==> src/rtl/bit_serial_alu_pkg.sv <==
// Shared types for the bit-serial ALU: operation modes and controller states.
package bit_serial_alu_pkg;

    typedef enum logic [1:0] {
        MODE_ADD  = 2'b00,
        MODE_SUB  = 2'b01,
        MODE_CMP  = 2'b10,
        MODE_RSVD = 2'b11
    } mode_t;

    typedef enum logic [1:0] {
        S_IDLE = 2'b00,
        S_RUN  = 2'b01,
        S_DONE = 2'b10
    } state_t;

endpackage

==> src/rtl/bit_serial_alu_slice.sv <==
// One-bit cascade cell: full-adder sum/carry, transparent for the cascade when disabled.
module bsa_slice (
    input  logic en,
    input  logic x,
    input  logic y,
    input  logic k_in,
    output logic u,
    output logic k_out
);

    assign u     = en ? (x ^ y ^ k_in) : 1'b0;
    assign k_out = en ? ((x & y) | (x & k_in) | (y & k_in)) : k_in;

endmodule

==> src/rtl/bit_serial_alu.sv <==
// Bit-serial add/sub/compare engine: one operand bit per clock, LSB first,
// cascade bit carried in r_k between cycles.
//
// state  | meaning
// S_IDLE | waiting for start; results held
// S_RUN  | one bit per enabled cycle, WIDTH bits total
// S_DONE | one-cycle done pulse, flags valid
module bit_serial_alu #(
    parameter int WIDTH = 8,
    parameter int CNT_W = $clog2(WIDTH)
) (
    input  logic             clk,
    input  logic             rst,
    input  logic             start,
    input  logic             en,
    input  logic [1:0]       mode,
    input  logic [WIDTH-1:0] x,
    input  logic [WIDTH-1:0] y,
    input  logic             k_in,
    output logic             busy,
    output logic             done,
    output logic [WIDTH-1:0] u,
    output logic             k_out,
    output logic             eq,
    output logic             gt
);
    import bit_serial_alu_pkg::*;

    localparam logic [CNT_W-1:0] LAST = CNT_W'(WIDTH - 1);

    state_t           r_state;
    mode_t            r_mode;
    logic [WIDTH-1:0] r_x;
    logic [WIDTH-1:0] r_y;
    logic [WIDTH-1:0] r_u;
    logic [CNT_W-1:0] r_cnt;
    logic             r_k;
    logic             r_busy;
    logic             r_done;
    logic             r_k_out;
    logic             r_eq;
    logic             r_gt;

    logic             w_slice_en;
    logic             w_sum;
    logic             w_carry;
    logic [WIDTH-1:0] w_u_next;
    logic             w_inv_y;

    assign w_slice_en = (r_state == S_RUN) && en;
    assign w_u_next   = {w_sum, r_u[WIDTH-1:1]};
    assign w_inv_y    = (mode == MODE_SUB) || (mode == MODE_CMP);

    bsa_slice u_slice (
        .en    (w_slice_en),
        .x     (r_x[0]),
        .y     (r_y[0]),
        .k_in  (r_k),
        .u     (w_sum),
        .k_out (w_carry)
    );

    always_ff @(posedge clk or posedge rst) begin
        if (rst) begin
            r_state <= S_IDLE;
            r_mode  <= MODE_ADD;
            r_x     <= '0;
            r_y     <= '0;
            r_u     <= '0;
            r_cnt   <= '0;
            r_k     <= 1'b0;
            r_busy  <= 1'b0;
            r_done  <= 1'b0;
            r_k_out <= 1'b0;
            r_eq    <= 1'b0;
            r_gt    <= 1'b0;
        end else begin
            case (r_state)
                S_IDLE: begin
                    if (start) begin
                        r_x     <= x;
                        r_y     <= w_inv_y ? ~y : y;
                        r_mode  <= mode_t'(mode);
                        r_cnt   <= '0;
                        r_busy  <= 1'b1;
                        r_state <= S_RUN;
                        // Subtraction runs as x + ~y + carry, so borrow-in enters inverted.
                        case (mode_t'(mode))
                            MODE_SUB: r_k <= ~k_in;
                            MODE_CMP: r_k <= 1'b1;
                            default:  r_k <= k_in;
                        endcase
                    end
                end
                S_RUN: begin
                    if (en) begin
                        r_x   <= r_x >> 1;
                        r_y   <= r_y >> 1;
                        r_u   <= w_u_next;
                        r_k   <= w_carry;
                        r_cnt <= r_cnt + CNT_W'(1);
                        if (r_cnt == LAST) begin
                            r_state <= S_DONE;
                            r_done  <= 1'b1;
                            case (r_mode)
                                MODE_SUB: begin
                                    r_k_out <= ~w_carry;
                                    r_eq    <= 1'b0;
                                    r_gt    <= 1'b0;
                                end
                                MODE_CMP: begin
                                    r_k_out <= ~w_carry;
                                    r_eq    <= (w_u_next == '0);
                                    r_gt    <= w_carry && (w_u_next != '0);
                                end
                                default: begin
                                    r_k_out <= w_carry;
                                    r_eq    <= 1'b0;
                                    r_gt    <= 1'b0;
                                end
                            endcase
                        end
                    end
                end
                S_DONE: begin
                    r_done  <= 1'b0;
                    r_busy  <= 1'b0;
                    r_state <= S_IDLE;
                end
                default: begin
                    r_done  <= 1'b0;
                    r_busy  <= 1'b0;
                    r_state <= S_IDLE;
                end
            endcase
        end
    end

    assign busy  = r_busy;
    assign done  = r_done;
    assign u     = r_u;
    assign k_out = r_k_out;
    assign eq    = r_eq;
    assign gt    = r_gt;

endmodule

==> config.mk <==
export PLATFORM = sky130hd
export DESIGN_NAME = bit_serial_alu
export DESIGN_NICKNAME = d
export VERILOG_FILES = /design/src/rtl/bit_serial_alu_pkg.sv /design/src/rtl/bit_serial_alu_slice.sv /design/src/rtl/bit_serial_alu.sv
export SDC_FILE = /design/constraint.sdc
export NUM_CORES = 1
export LEC_CHECK = 0
export ABC_AREA = 1
export BUFFER_PORTS_ARGS = -buffer_cell sky130_fd_sc_hd__buf_4
export CAP_MARGIN = 20
export CORE_ASPECT_RATIO = 1.1
export CORE_MARGIN = 3
export CORE_UTILIZATION = 55
export DETAILED_ROUTE_END_ITERATION = 8
export PLACE_DENSITY_LB_ADDON = 0.3
export SLEW_MARGIN = 10
export SYNTH_ARGS = -nofsm -noshare
export SYNTH_HDL_FRONTEND = slang
export SYNTH_SLANG_ARGS = --single-unit
==> constraint.sdc <==
create_clock -name clk -period 2.5 [get_ports clk]
set_input_delay 0.125 -clock clk [delete_from_list [all_inputs] [get_ports clk]]
set_output_delay 0.125 -clock clk [all_outputs]
set_load 0.05 [all_outputs]
=== Word level (Yosys, flattened, before mapping) ===
Cells that the tools add are included.

* Flip-flop bits (word level): 37
* Input port bits: 23

* Add/subtract/negate cells: 1
* Eq/ne operators: 9
* Mux-type cells: 28
* Bitwise logic cells: 12
* Reductions and logical operators: 15

{| class="wikitable"
|+ Operators by type and width
! operator !! number
|-
| 8-bit two-way mux || 5
|-
| 8-bit case mux with 2 select lines || 2
|-
| 3-bit AND reduction || 4
|-
| 1-bit two-way mux || 10
|-
| 8-bit zero test || 1
|-
| 8-bit inverter || 1
|-
| 1-bit case mux with 2 select lines || 4
|-
| 8-bit nonzero test || 1
|-
| 2-bit by 1-bit == test with 1-bit output (second input constant) || 3
|-
| 2-bit two-way mux || 3
|-
| 3-bit two-way mux || 2
|-
| 3-bit case mux with 2 select lines || 1
|-
| 2-bit AND reduction || 3
|-
| 2-bit == test (second input constant) || 2
|-
| 2-bit != test (second input constant) || 2
|-
| 1-bit inverter || 4
|-
| 2-bit case mux with 2 select lines || 1
|-
| 3-bit by 1-bit adder with 3-bit output (second input constant) || 1
|-
| 1-bit bitwise AND || 3
|-
| 3-bit == test (second input constant) || 1
|-
| 1-bit logical AND || 2
|-
| 2-bit zero test || 1
|-
| 2-bit by 1-bit != test with 1-bit output (second input constant) || 1
|-
| 1-bit bitwise OR || 2
|-
| 4 further kinds || 5
|}

=== Depth between registers and ports, before layout ===
Gate-level depths: netlist of the first run.

* Depth in word-level cells: 6
* Mapped depth: 9

=== Modules after synthesis ===
A second synthesis of the first run with hierarchy kept.

* Cells, all modules: 245
* Area total of the unflattened synthesis: 1949.4 µm²

{| class="wikitable"
|+ Modules (own cells, without submodules)
! module !! instances !! cells an instance !! area an instance (µm²)
|-
| bit_serial_alu || 1 || 235 || 1895.6
|-
| bsa_slice || 1 || 10 || 53.8
|}

=== Worst setup path before layout of the first run ===
OpenSTA, ideal clock, no wires.

* Kind: flip-flop to flip-flop
* From: reg r_k
* To: reg r_gt, in the netlist gt
* Setup time: 0.118 ns
* Arrival time: 1.149 ns
* Slack: 1.234 ns
* Cell stages (with the launch flop): 8
* Path buffers: 0
* Cell sequence: dfrtp_1 > inv_1 > fa_1 > inv_1 > nand2_1 > nand2_1 > nand2_1 > nand2_1

* Longest elaborated chain between the ends: 6
* Elaborated cells on any way between the ends: 10
* Those cells by class: 3 x mux; 5 x bitwise; 2 x reduce/logical

{| class="wikitable"
|+ Ends and longest elaborated chain
! element !! RTL line !! RTL
|-
| from (decl) || bit_serial_alu.sv:37 || <nowiki>logic r_k;</nowiki>
|-
| from (signal assigned) || bit_serial_alu.sv:89 || <nowiki>MODE_SUB: r_k <= ~k_in;</nowiki>
|-
| from (signal assigned) || bit_serial_alu.sv:91 || <nowiki>default: r_k <= k_in;</nowiki>
|-
| from (signal assigned) || bit_serial_alu.sv:100 || <nowiki>r_k <= w_carry;</nowiki>
|-
| 1-bit bitwise AND || bit_serial_alu_slice.sv:12 || <nowiki>assign k_out = en ? ((x & y) | (x & k_in) | (y & k_in)) : k_in;</nowiki>
|-
| 1-bit bitwise OR (2 in a row) || bit_serial_alu_slice.sv:12 ||
|-
| 1-bit two-way mux || bit_serial_alu_slice.sv:12 ||
|-
| 1-bit logical AND * || bit_serial_alu.sv:114 || <nowiki>r_gt <= w_carry && (w_u_next != '0);</nowiki>
|-
| 1-bit two-way mux * || bit_serial_alu.sv:105 || <nowiki>case (r_mode)</nowiki>
|-
| to (signal assigned) || bit_serial_alu.sv:114 ||
|-
| to (decl) || bit_serial_alu.sv:42 || <nowiki>logic r_gt;</nowiki>
|}

Mark *: on every way between the ends. The rest lies on a longest branch, timed or not.
A chain may end at the register's enable or synchronous reset.

=== Final worst setup path of the first run ===
* From: reg r_state[1]
* To: reg r_x[4]

* Longest elaborated chain between the ends: 3
* Elaborated cells on any way between the ends: 7
* Those cells by class: 3 x eq/ne; 1 x mux; 3 x reduce/logical

{| class="wikitable"
|+ Ends and longest elaborated chain
! element !! RTL line !! RTL
|-
| from (decl) || bit_serial_alu.sv:31 || <nowiki>state_t r_state;</nowiki>
|-
| from (signal assigned) || bit_serial_alu.sv:65 || <nowiki>r_state <= S_IDLE;</nowiki>
|-
| from (signal assigned) || bit_serial_alu.sv:86 || <nowiki>r_state <= S_RUN;</nowiki>
|-
| from (signal assigned) || bit_serial_alu.sv:103 || <nowiki>r_state <= S_DONE;</nowiki>
|-
| 2-bit by 1-bit == test with 1-bit output / 2-bit zero test (equally long branches) || bit_serial_alu.sv:78 || <nowiki>case (r_state)</nowiki>
|-
| 2-bit != test (no source line) / 2-bit nonzero test (equally long branches) || - ||
|-
| 3-bit AND reduction (no source line) || - ||
|-
| to (signal assigned) || bit_serial_alu.sv:97 || <nowiki>r_x <= r_x >> 1;</nowiki>
|-
| to (decl) || bit_serial_alu.sv:33 || <nowiki>logic [WIDTH-1:0] r_x;</nowiki>
|}

Parallel ways exist; a longest one is shown, timed or not.

==> metrics.md, run 1 <==
| Metric | Value |
|---|---|
| PD cells | `1200 nW/um^2` |
| Global Route Usage Sum | `19.2%` |
| Antenna-violating nets left | `0` |
| Hold path cells | `3` |
| # DRC | `0` |
| Clock transition at path regs | `100 ps` |
| Hold endpoint | `r_x[1]` |
| CP top delay family | `buffers and inverters` |
| Boundary pin count | `36` |
| Endpoints failing setup | `0` |
| Static Leak | `0.00113 uW` |
| Die width | `60.6 microns` |
| Deepest clock path buffer count | `2` |
| Hold Fails Final Rpt | `0` |
| Yosys warnings | `0` |
| Seq/Total Area, Yosys | `51.3%` |
| Maximum number of pins on one net before global-route repair | `29` |
| Vias per std cell | `5.07` |
| Vias in the first global route | `1407` |
| TritonCTS buffer count | `5` |
| Htree depth | `2` |
| Worst Setup Start Kind | `flop` |
| Most frequent CP cell | `nand2_1` |
| CTS root buf | `clkbuf_4` |
| TritonCTS Sinks | `37` |
| R2R Path End | `r_x[4]` |
| Max-slew violation count | `0` |
| DP Worst Slack | `901 ps` |
| Arr. time, crit path | `1840 ps` |
| CTS resizes | `0` |
| Fin Hold WS | `51.9 ps` |
| Slowest cell on the critical path | `dfrtp_1` |
| Die ar. | `4010 sq um` |
| Fin crit share | `64.6%` |
| FF-to-FF path depth | `6` |
| Worst path cell trace | `inv_1 -> nand2_1 -> inv_2 -> nand2_1 -> o211ai_1 -> o21ai_1` |
| Area grow syn2layout | `18.4%` |
| Cells after Synth | `216` |
| VDD IR max | `0.000553 V` |
| Total Nets Final | `282` |
| Final Critical Period | `1610 ps` |
| Worst Path Buf+Inv | `2` |
| Clk Latency, worst-skew pair | `340 ps` |
| Core Rows | `21` |
| Routed WL | `3270 microns` |
| Placer Congestion | `0.815` |
| Syn_area_per_cell | `8.36 sq um` |
| Setup Skew | `6.53 ps` |
| Routed length per placed instance | `11.4 microns` |
| Critical R2R Launch | `r_state[1]` |
| Grt total ovfl | `0` |
| Dpl hpwl | `2470 microns` |
| Port Buffers | `35` |
| Share of layout cells above drive strength 1 | `19.3%` |
| Critical path's largest stage delay | `390 ps` |
| Initial Util | `58.2%` |
| First-pass GRT wire length | `5780 microns` |
| # diodes | `0` |
| CORE AREA | `3100 sq um` |
| Max transition margin | `55.1%` |
| FILL cells | `255` |
| Total power | `2560 uW` |
| Via count | `1459` |
| DR iter-0 viols | `107` |
| Mapped Nets | `245` |
| Worst endpoint required time | `2720 ps` |
| Hold Crit Class | `in2reg` |
| Fin worst setup slack | `886 ps` |
| CP Class | `reg2reg` |
| Drt pass-1 iters | `4` |
| Fin Setup TNS | `0 ps` |
| Synth Cell Area | `1810 sq um` |
| Critical Path End Type | `flop` |
| Top achievable clock speed | `619 MHz` |
| Hold Startpoint | `x[1]` |
| Initial antenna violation count | `0` |
| CP max FO | `21` |
| Status | `complete, no violations` |
| #FFs+latches synth | `37` |
| CTS tree | `yes` |
| Setup slack, reg-to-reg | `890 ps` |
| Netlist cell types | `23` |
| Die height | `66.1 microns` |
| Max cap viols | `0` |
| Worst-Margin Slew | `673 ps` |
| RSZ-0062 raised after global routing | `false` |
## state kept, by name, summed over array words and instances (netlist names), 2 cells and up
name / count
u: 8
r_y: 8
r_mode: 2
r_x: 8
r_state: 2
r_cnt: 3
## metal layers
metal,vias up,global-route usage (%),share of wire (%)
li1,761,-,-
met1,654,24.6,48
met2,39,30.7,46
met3,5,6.05,5.7
met4,0,5.42,0.95
met5,-,0,0
## cells by family after synthesis
| family | count (synthesis) | synth area share [%] |
|---|---|---|
| buf+inv | 39 | 9.01 |
| simple gates | 91 | 20.8 |
| compound gates | 38 | 11.9 |
| fa+ha+maj | 6 | 4.57 |
| flops | 37 | 51.3 |
| xor+xnor | 5 | 2.43 |
## worst reg2reg max path: cells and delay by family, from the launching register on
| kind | cells | cell delay (ps) |
|---|---|---|
| buf+inv | 2 | 520 |
| simple gates | 2 | 410 |
| flops | 1 | 390 |
| compound gates | 2 | 190 |
## cell usage in the layout (no fill, tap or decap), drive strengths merged, types with 2 or more instances in the layout
cell	count
dfrtp	37
nand3	11
nand2	69
ha	5
a31oi	4
buf	36
o21ai	26
clkbuf	6
clkinv	2
nor2	10
inv	32
xnor2	4
o211ai	8
## area by class of cell
cell class	instances	area, sq um	share of cell area [%]
flip-flops and latches	37	926	43.3
multi-input cells	140	717	33.5
repair buffers	37	280	13.1
inverters	32	120	5.62
well taps	34	42.5	1.99
clock buffers	6	41.3	1.93
clock inverters	2	10.0	0.468
## power by group
group / switching, uW / internal [uW] / leakage, uW
Clock: 187 / 107 / 0.0000320
Combinational: 853 / 421 / 0.000638
Sequential: 134 / 855 / 0.000460
Total: 1170 / 1380 / 0.00113
## worst max path at each step
| stage | to | cells past startpoint | startpoint |
|---|---|---|---|
| 5_1_grt | r_x[1] | 6 | r_state[1] |
| 6_report | r_x[4] | 6 | r_state[1] |
| 2_1_floorplan | gt | 7 | r_k |
| 3_3_place_gp | r_x[5] | 6 | r_state[1] |
| 4_1_cts | r_x[5] | 6 | r_state[1] |
| 3_5_place_dp | r_x[4] | 6 | r_state[1] |
## per-stage QoR
stage / std cells / cell area (sq um) / utilization [%]
CTS: 288 / 2140 / 68.9
finish: 288 / 2140 / 68.9
global route: 288 / 2140 / 68.9
detailed placement: 279 / 2080 / 66.9
global placement: 279 / 2080 / 66.9
floorplan: 216 / 1810 / -
## cells in the mapped netlist
cell type | number | area [sq um]
o21ai_0 | 16 | 80.1
a31oi_1 | 4 | 25.0
clkbuf_1 | 1 | 3.75
ha_1 | 5 | 62.6
nand3_2 | 1 | 10.0
nand4_1 | 1 | 6.26
nand3_1 | 10 | 50.1
o211ai_1 | 8 | 60.1
dfrtp_1 | 37 | 926
nand2_2 | 1 | 6.26
nor2_2 | 1 | 6.26
nand2_4 | 1 | 11.3
nand2_1 | 67 | 251
xnor2_1 | 4 | 35.0
xor2_1 | 1 | 8.76
inv_2 | 2 | 7.51
nor2_1 | 9 | 33.8
buf_2 | 4 | 20.0
o21ai_1 | 10 | 50.1
fa_1 | 1 | 20.0
buf_6 | 1 | 11.3
inv_1 | 30 | 113
buf_4 | 1 | 7.51
## repair_timing
action / CTS / global route
buffers inserted: 0 / 0
hold buffers: 1 / 0
endpoints found under the hold margin: 18 / 0
Note: power is estimated with default switching activity, not from simulation.
==> inputs of run 2 (changes only) <==
CORE_UTILIZATION = 49   (was 55)
clock period = 1.3 ns   (was 2.5 ns; I/O delays follow)
==> metrics.md, run 2 (synthesis gave the netlist of run 1 again) <==
| Metric | Value |
|---|---|
| RSZ-0062 raised after global routing | `true` |
| Port Buffers | `35 (unchanged)` |
| PD cells | `2210 nW/um^2 (+85%)` |
| Area grow syn2layout | `34.4%` |
| Maximum number of pins on one net before global-route repair | `38 (+31%)` |
| Worst endpoint required time | `1540 ps (-1180 ps)` |
| # diodes | `0 (unchanged)` |
| Most frequent cells in the layout | `nand2_1, buf_4, dfrtp_1, inv_1, o21ai_0` |
| Total power | `5370 uW (+110%)` |
| Register area | `927 sq um (+0.14%)` |
| Total Nets Final | `306 (+8.5%)` |
| Max-slew violation count | `0 (unchanged)` |
| Global Route Usage Sum | `18.1% (-1.1 points)` |
| Post-DP Area | `2200 sq um (+5.9%)` |
| Routed length per placed instance | `11.6 microns (+1.7%)` |
| Hold Crit Class | `in2reg` |
| Via count | `1594 (+9.3%)` |
| Final Critical Period | `1300 ps (-319 ps)` |
| Vias in the first global route | `1567 (+11%)` |
| Die ar. | `4450 sq um (+11%)` |
| # DRC | `0 (unchanged)` |
| DP Worst Slack | `-13.1 ps (-914 ps)` |
| Boundary pin count | `36 (unchanged)` |
| Fin crit share | `99.6% (+35 points)` |
| Fin worst setup slack | `4.88 ps (-881 ps)` |
| Setup Skew | `8.20 ps (+1.67 ps)` |
| Status | `complete, no violations` |
| Antenna-violating nets left | `0 (unchanged)` |
| Hold Fails Final Rpt | `0 (unchanged)` |
| Die height | `69.7 microns (+5.4%)` |
| Htree depth | `2 (unchanged)` |
| Critical Path End Type | `flop` |
| CTS tree | `yes` |
| Dpl hpwl | `2540 microns (+2.6%)` |
| Clk Latency, worst-skew pair | `340 ps (about the same)` |
| Placer Congestion | `0.787 (-3.4%)` |
| CP max FO | `2 (-90%)` |
| Die width | `63.9 microns (+5.4%)` |
| Most common cell after layout, fill and taps aside | `nand2_1` |
| First-pass GRT wire length | `6470 microns (+12%)` |
| CORE AREA | `3440 sq um (+11%)` |
| TritonCTS Sinks | `37 (unchanged)` |
| Grt total ovfl | `0 (unchanged)` |
| Core Rows | `22 (+4.8%)` |
| Max cap viols | `0 (unchanged)` |
| Worst Setup Start Kind | `flop` |
| Static Leak | `0.00125 uW (+11%)` |
| FILL cells | `284 (+11%)` |
| DR iter-0 viols | `67 (-37%)` |
| Vias per std cell | `4.90 (-3.2%)` |
| Fin area | `2430 sq um (+14%)` |
| Deepest clock path buffer count | `2 (unchanged)` |
| TritonCTS buffer count | `5 (unchanged)` |
| CTS root buf | `clkbuf_4` |
| Max transition margin | `69.1% (+14 points)` |
| Top achievable clock speed | `772 MHz (+25%)` |
| Drt pass-1 iters | `4 (unchanged)` |
| Multi-input gate area | `737 sq um (+2.8%)` |
| Endpoints failing setup | `0 (unchanged)` |
| Arr. time, crit path | `1530 ps (-310 ps)` |
| VDD IR max | `0.00115 V (+110%)` |
| Initial antenna violation count | `0 (unchanged)` |
| Initial Util | `52.5% (-5.8 points)` |
| Clock transition at path regs | `110 ps (about the same)` |
| CP Class | `reg2reg` |
| Share of layout cells above drive strength 1 | `24.2% (+4.9 points)` |
| Routed WL | `3760 microns (+15%)` |
| Worst-Margin Slew | `464 ps (-209 ps)` |
run 2: changes by cell type in the layout (fill, tap and decap cells not counted), sizes merged:
| cell | change |
|---|---|
| buf | +12 |
| clkbuf | +1 |
| clkinv | -2 |
| dlygate4sd3 | +12 |
run 2: layout make-up:
cell class / instances / share of cell area [%]
Clock buffer: 7 / 2.27
Timing Repair Buffer: 61 / 21.8
Tap cell: 48 / 2.47
Sequential cell: 37 / 38.2
Multi-Input combinational cell: 140 / 30.4
Inverter: 32 / 4.95
run 2: what timing repair did:
action	4_1_cts	5_1_grt
hold endpoints to repair	48	0
setup buffers	2	1
setup endpoints to repair	4	24
hold buffers	13	0
pin swaps	6	2
gates resized for setup	2	7
run 2: critical path, stage by stage (launching register included):
cell     delay (ps)
dfrtp_1         350
inv_2            50
fa_1            520
inv_1            40
nand2_1          70
nand2_1          60
nand2_1          60
nand2_1          40
run 2: metal layers:
metal | wire length, microns | global-route usage, % | up-vias
met5 | 0 | 0 | -
li1 | - | - | 809
met3 | 148 | 3.89 | 8
met1 | 1670 | 21.7 | 738
met2 | 1880 | 31.6 | 39
met4 | 59 | 6.00 | 0
run 2: report_power, final:
| group | internal, uW | switching, uW |
|---|---|---|
| logic | 1100 | 1730 |
| registers | 1650 | 280 |
| clock network | 255 | 358 |
run 2: path summary, 6_finish.rpt:
kind,start,to,slack (ps),depth (start not counted)
max,r_x[0],gt,5,7
max in group asynchronous,rst,r_state[0],570,4
min reg2reg,busy,busy,490,2
max reg2reg,r_x[0],gt,5,7
min,y[2],r_y[2],10,4
min in group asynchronous,rst,u[1],390,4
run 2: metrics by stage:
stage | hold slack, ps | cells | util [%] | setup TNS [ps]
after floorplan | 214 | 216 | - | 0
after global placement | 201 | 302 | 63.9 | 0
after detailed placement | 210 | 302 | 63.9 | -13.8
after CTS | 8.16 | 324 | 69.7 | 0
after global routing | 32.3 | 325 | 70.5 | -204
final | 12.8 | 325 | 70.5 | 0
==> inputs of run 3 (changes only) <==
PLACE_DENSITY = 0.75   (was not set)
PLACE_DENSITY_LB_ADDON = not set   (was 0.3)
==> metrics.md, run 3 (synthesis gave the netlist of run 1 again) <==
| Metric | Value |
|---|---|
| Slowest cell on the critical path | `fa_1` |
| Worst path cell trace | `inv_2 -> fa_1 -> inv_1 -> nand2_1 -> nand2_1 -> nand2_1 -> nand2_1` |
| Static Leak | `0.00129 uW (+2.8%)` |
| Most frequent cells in the layout | `nand2_1, buf_4, dfrtp_1, inv_1, dlygate4sd3_1` |
| DR iter-0 viols | `80 (+19%)` |
| Final Critical Period | `1300 ps (+5.75 ps)` |
| Worst-Margin Slew | `452 ps (-11.4 ps)` |
| Top achievable clock speed | `769 MHz (-0.44%)` |
| CTS root buf | `clkbuf_4` |
| CTS tree | `yes` |
| CP top delay family | `adder cells` |
| Arr. time, crit path | `1560 ps (+30 ps)` |
| Die height | `69.7 microns (unchanged)` |
| Die width | `63.9 microns (unchanged)` |
| Most common cell after layout, fill and taps aside | `nand2_1` |
| Clk Latency, worst-skew pair | `350 ps (about the same)` |
| Total power | `5510 uW (+2.6%)` |
| Placed Instances | `304 (+0.66%)` |
| Post-DP Area | `2200 sq um (+0.11%)` |
| Die ar. | `4450 sq um (unchanged)` |
| CP Class | `reg2reg` |
| Status | `finished with violations` |
| Endpoints failing setup | `1 (+1)` |
| Port Buffers | `35 (unchanged)` |
| TritonCTS buffer count | `5 (unchanged)` |
| Routed length per placed instance | `11.5 microns (-0.53%)` |
| Routed WL | `3800 microns (+1.3%)` |
| Share of layout cells above drive strength 1 | `26.5% (+2.3 points)` |
| Fin Setup TNS | `-0.868 ps (-0.868 ps)` |
| Fin area | `2520 sq um (+3.7%)` |
| Total Nets Final | `312 (+2.0%)` |
| Failing checks | `negative setup slack` |
| Hold endpoint | `r_mode[1]` |
| # diodes | `0 (unchanged)` |
| Fin worst setup slack | `-0.868 ps (-5.75 ps)` |
| Non-Filler Instances | `331 (+1.8%)` |
| Hold Fails Final Rpt | `0 (unchanged)` |
| R2R Path End | `gt` |
| Grt total ovfl | `0 (unchanged)` |
| VDD IR max | `0.00125 V (+8.5%)` |
| First-pass GRT wire length | `6360 microns (-1.7%)` |
| Max cap viols | `0 (unchanged)` |
| Clock transition at path regs | `110 ps (about the same)` |
| Maximum number of pins on one net before global-route repair | `38 (unchanged)` |
| CORE AREA | `3440 sq um (unchanged)` |
| Critical R2R Launch | `r_k` |
| Hold path cells | `3 (-1)` |
| Vias per std cell | `4.85 (-1.2%)` |
| Hold Startpoint | `mode[1]` |
| DP Worst Slack | `-12.3 ps (+0.872 ps)` |
| Initial Util | `52.5% (unchanged)` |
| Drt pass-1 iters | `4 (unchanged)` |
| Global Route Usage Sum | `18.1% (+0.062 points)` |
| FF-to-FF path depth | `7 (unchanged)` |
| Area grow syn2layout | `39.4%` |
| Htree depth | `2 (unchanged)` |
| Critical Path End Type | `flop` |
| Worst endpoint required time | `1550 ps (about the same)` |
| Worst Setup Start Kind | `flop` |
| Setup slack, reg-to-reg | `-0.9 ps (about the same)` |
| Max-slew violation count | `0 (unchanged)` |
| Fin crit share | `100% (+0.44 points)` |
| RSZ-0062 raised after global routing | `true` |
| Deepest clock path buffer count | `2 (unchanged)` |
| Hold Crit Class | `in2reg` |
| PD cells | `2190 nW/um^2 (-1.0%)` |
| Antenna-violating nets left | `0 (unchanged)` |
| Placer Congestion | `0.779 (-1.0%)` |
| Vias in the first global route | `1487 (-5.1%)` |
| Via count | `1604 (+0.63%)` |
| # DRC | `0 (unchanged)` |
| Worst Path Buf+Inv | `2 (unchanged)` |
| Max transition margin | `69.8% (+0.76 points)` |
| Setup Skew | `10.4 ps (+2.15 ps)` |
| Critical path's largest stage delay | `500 ps (-20 ps)` |
| Dpl hpwl | `2540 microns (about the same)` |
| CP max FO | `2 (unchanged)` |
| Boundary pin count | `36 (unchanged)` |
| Core Rows | `22 (unchanged)` |
| Initial antenna violation count | `0 (unchanged)` |
| TritonCTS Sinks | `37 (unchanged)` |
| Most frequent CP cell | `nand2_1` |
## run 3: worst max-delay path by stage
stage,start,endpoint,slack [ps],cells past startpoint
6_report,r_k,gt,-0.9,7
5_1_grt,r_k,eq,-60,6
4_1_cts,r_y[0],gt,1,7
3_5_place_dp,r_k,gt,-10,7
3_3_place_gp,r_k,gt,10,7
2_1_floorplan,r_k,gt,30,7
## run 3: worst reg2reg max path, cell delays in order, from the launching register on
cell and delay [ps]:
dfrtp_1 380, inv_2 60, fa_1 500, inv_1 40, nand2_1 70, nand2_1 60, nand2_1 60, nand2_1 40
## run 3: where the power goes
group	total [uW]	internal, uW	leakage (uW)	switching (uW)
Sequential	1920	1650	0.000460	270
Combinational	2960	1170	0.000795	1780
Clock	643	253	0.0000303	389
Total	5510	3070	0.00129	2440
## run 3: metal layers
metal	part of all wire, %	vias to the layer above	GRT usage, %	routed length [microns]
li1	-	822	-	-
met3	5.7	11	5.83	217
met4	2.3	0	6.71	89
met1	43	726	22.8	1640
met5	0	-	0	0
met2	49	45	28.9	1860
## run 3: through the flow
step	hold WS, ps	utilization, %
global placement	206	64.0
floorplan	214	-
global route	21.9	73.2
CTS	1.36	70.0
finish	8.19	73.2
detailed placement	209	64.0
## run 3: layout make-up
class,count,area [sq um]
flip-flops and latches,37,927
fillers,278,923
multi-input cells,140,761
repair buffers,67,591
inverters,32,120
well taps,48,60.1
clock buffers,6,51.3
clock inverters,1,7.51
## run 3: repair_timing
action	CTS	global route
gates resized for setup	5	14
hold endpoints to repair	49	1
buffers inserted	0	4
setup endpoints to repair	2	21
pin swaps	3	3
cloned	0	1
hold buffers	14	1
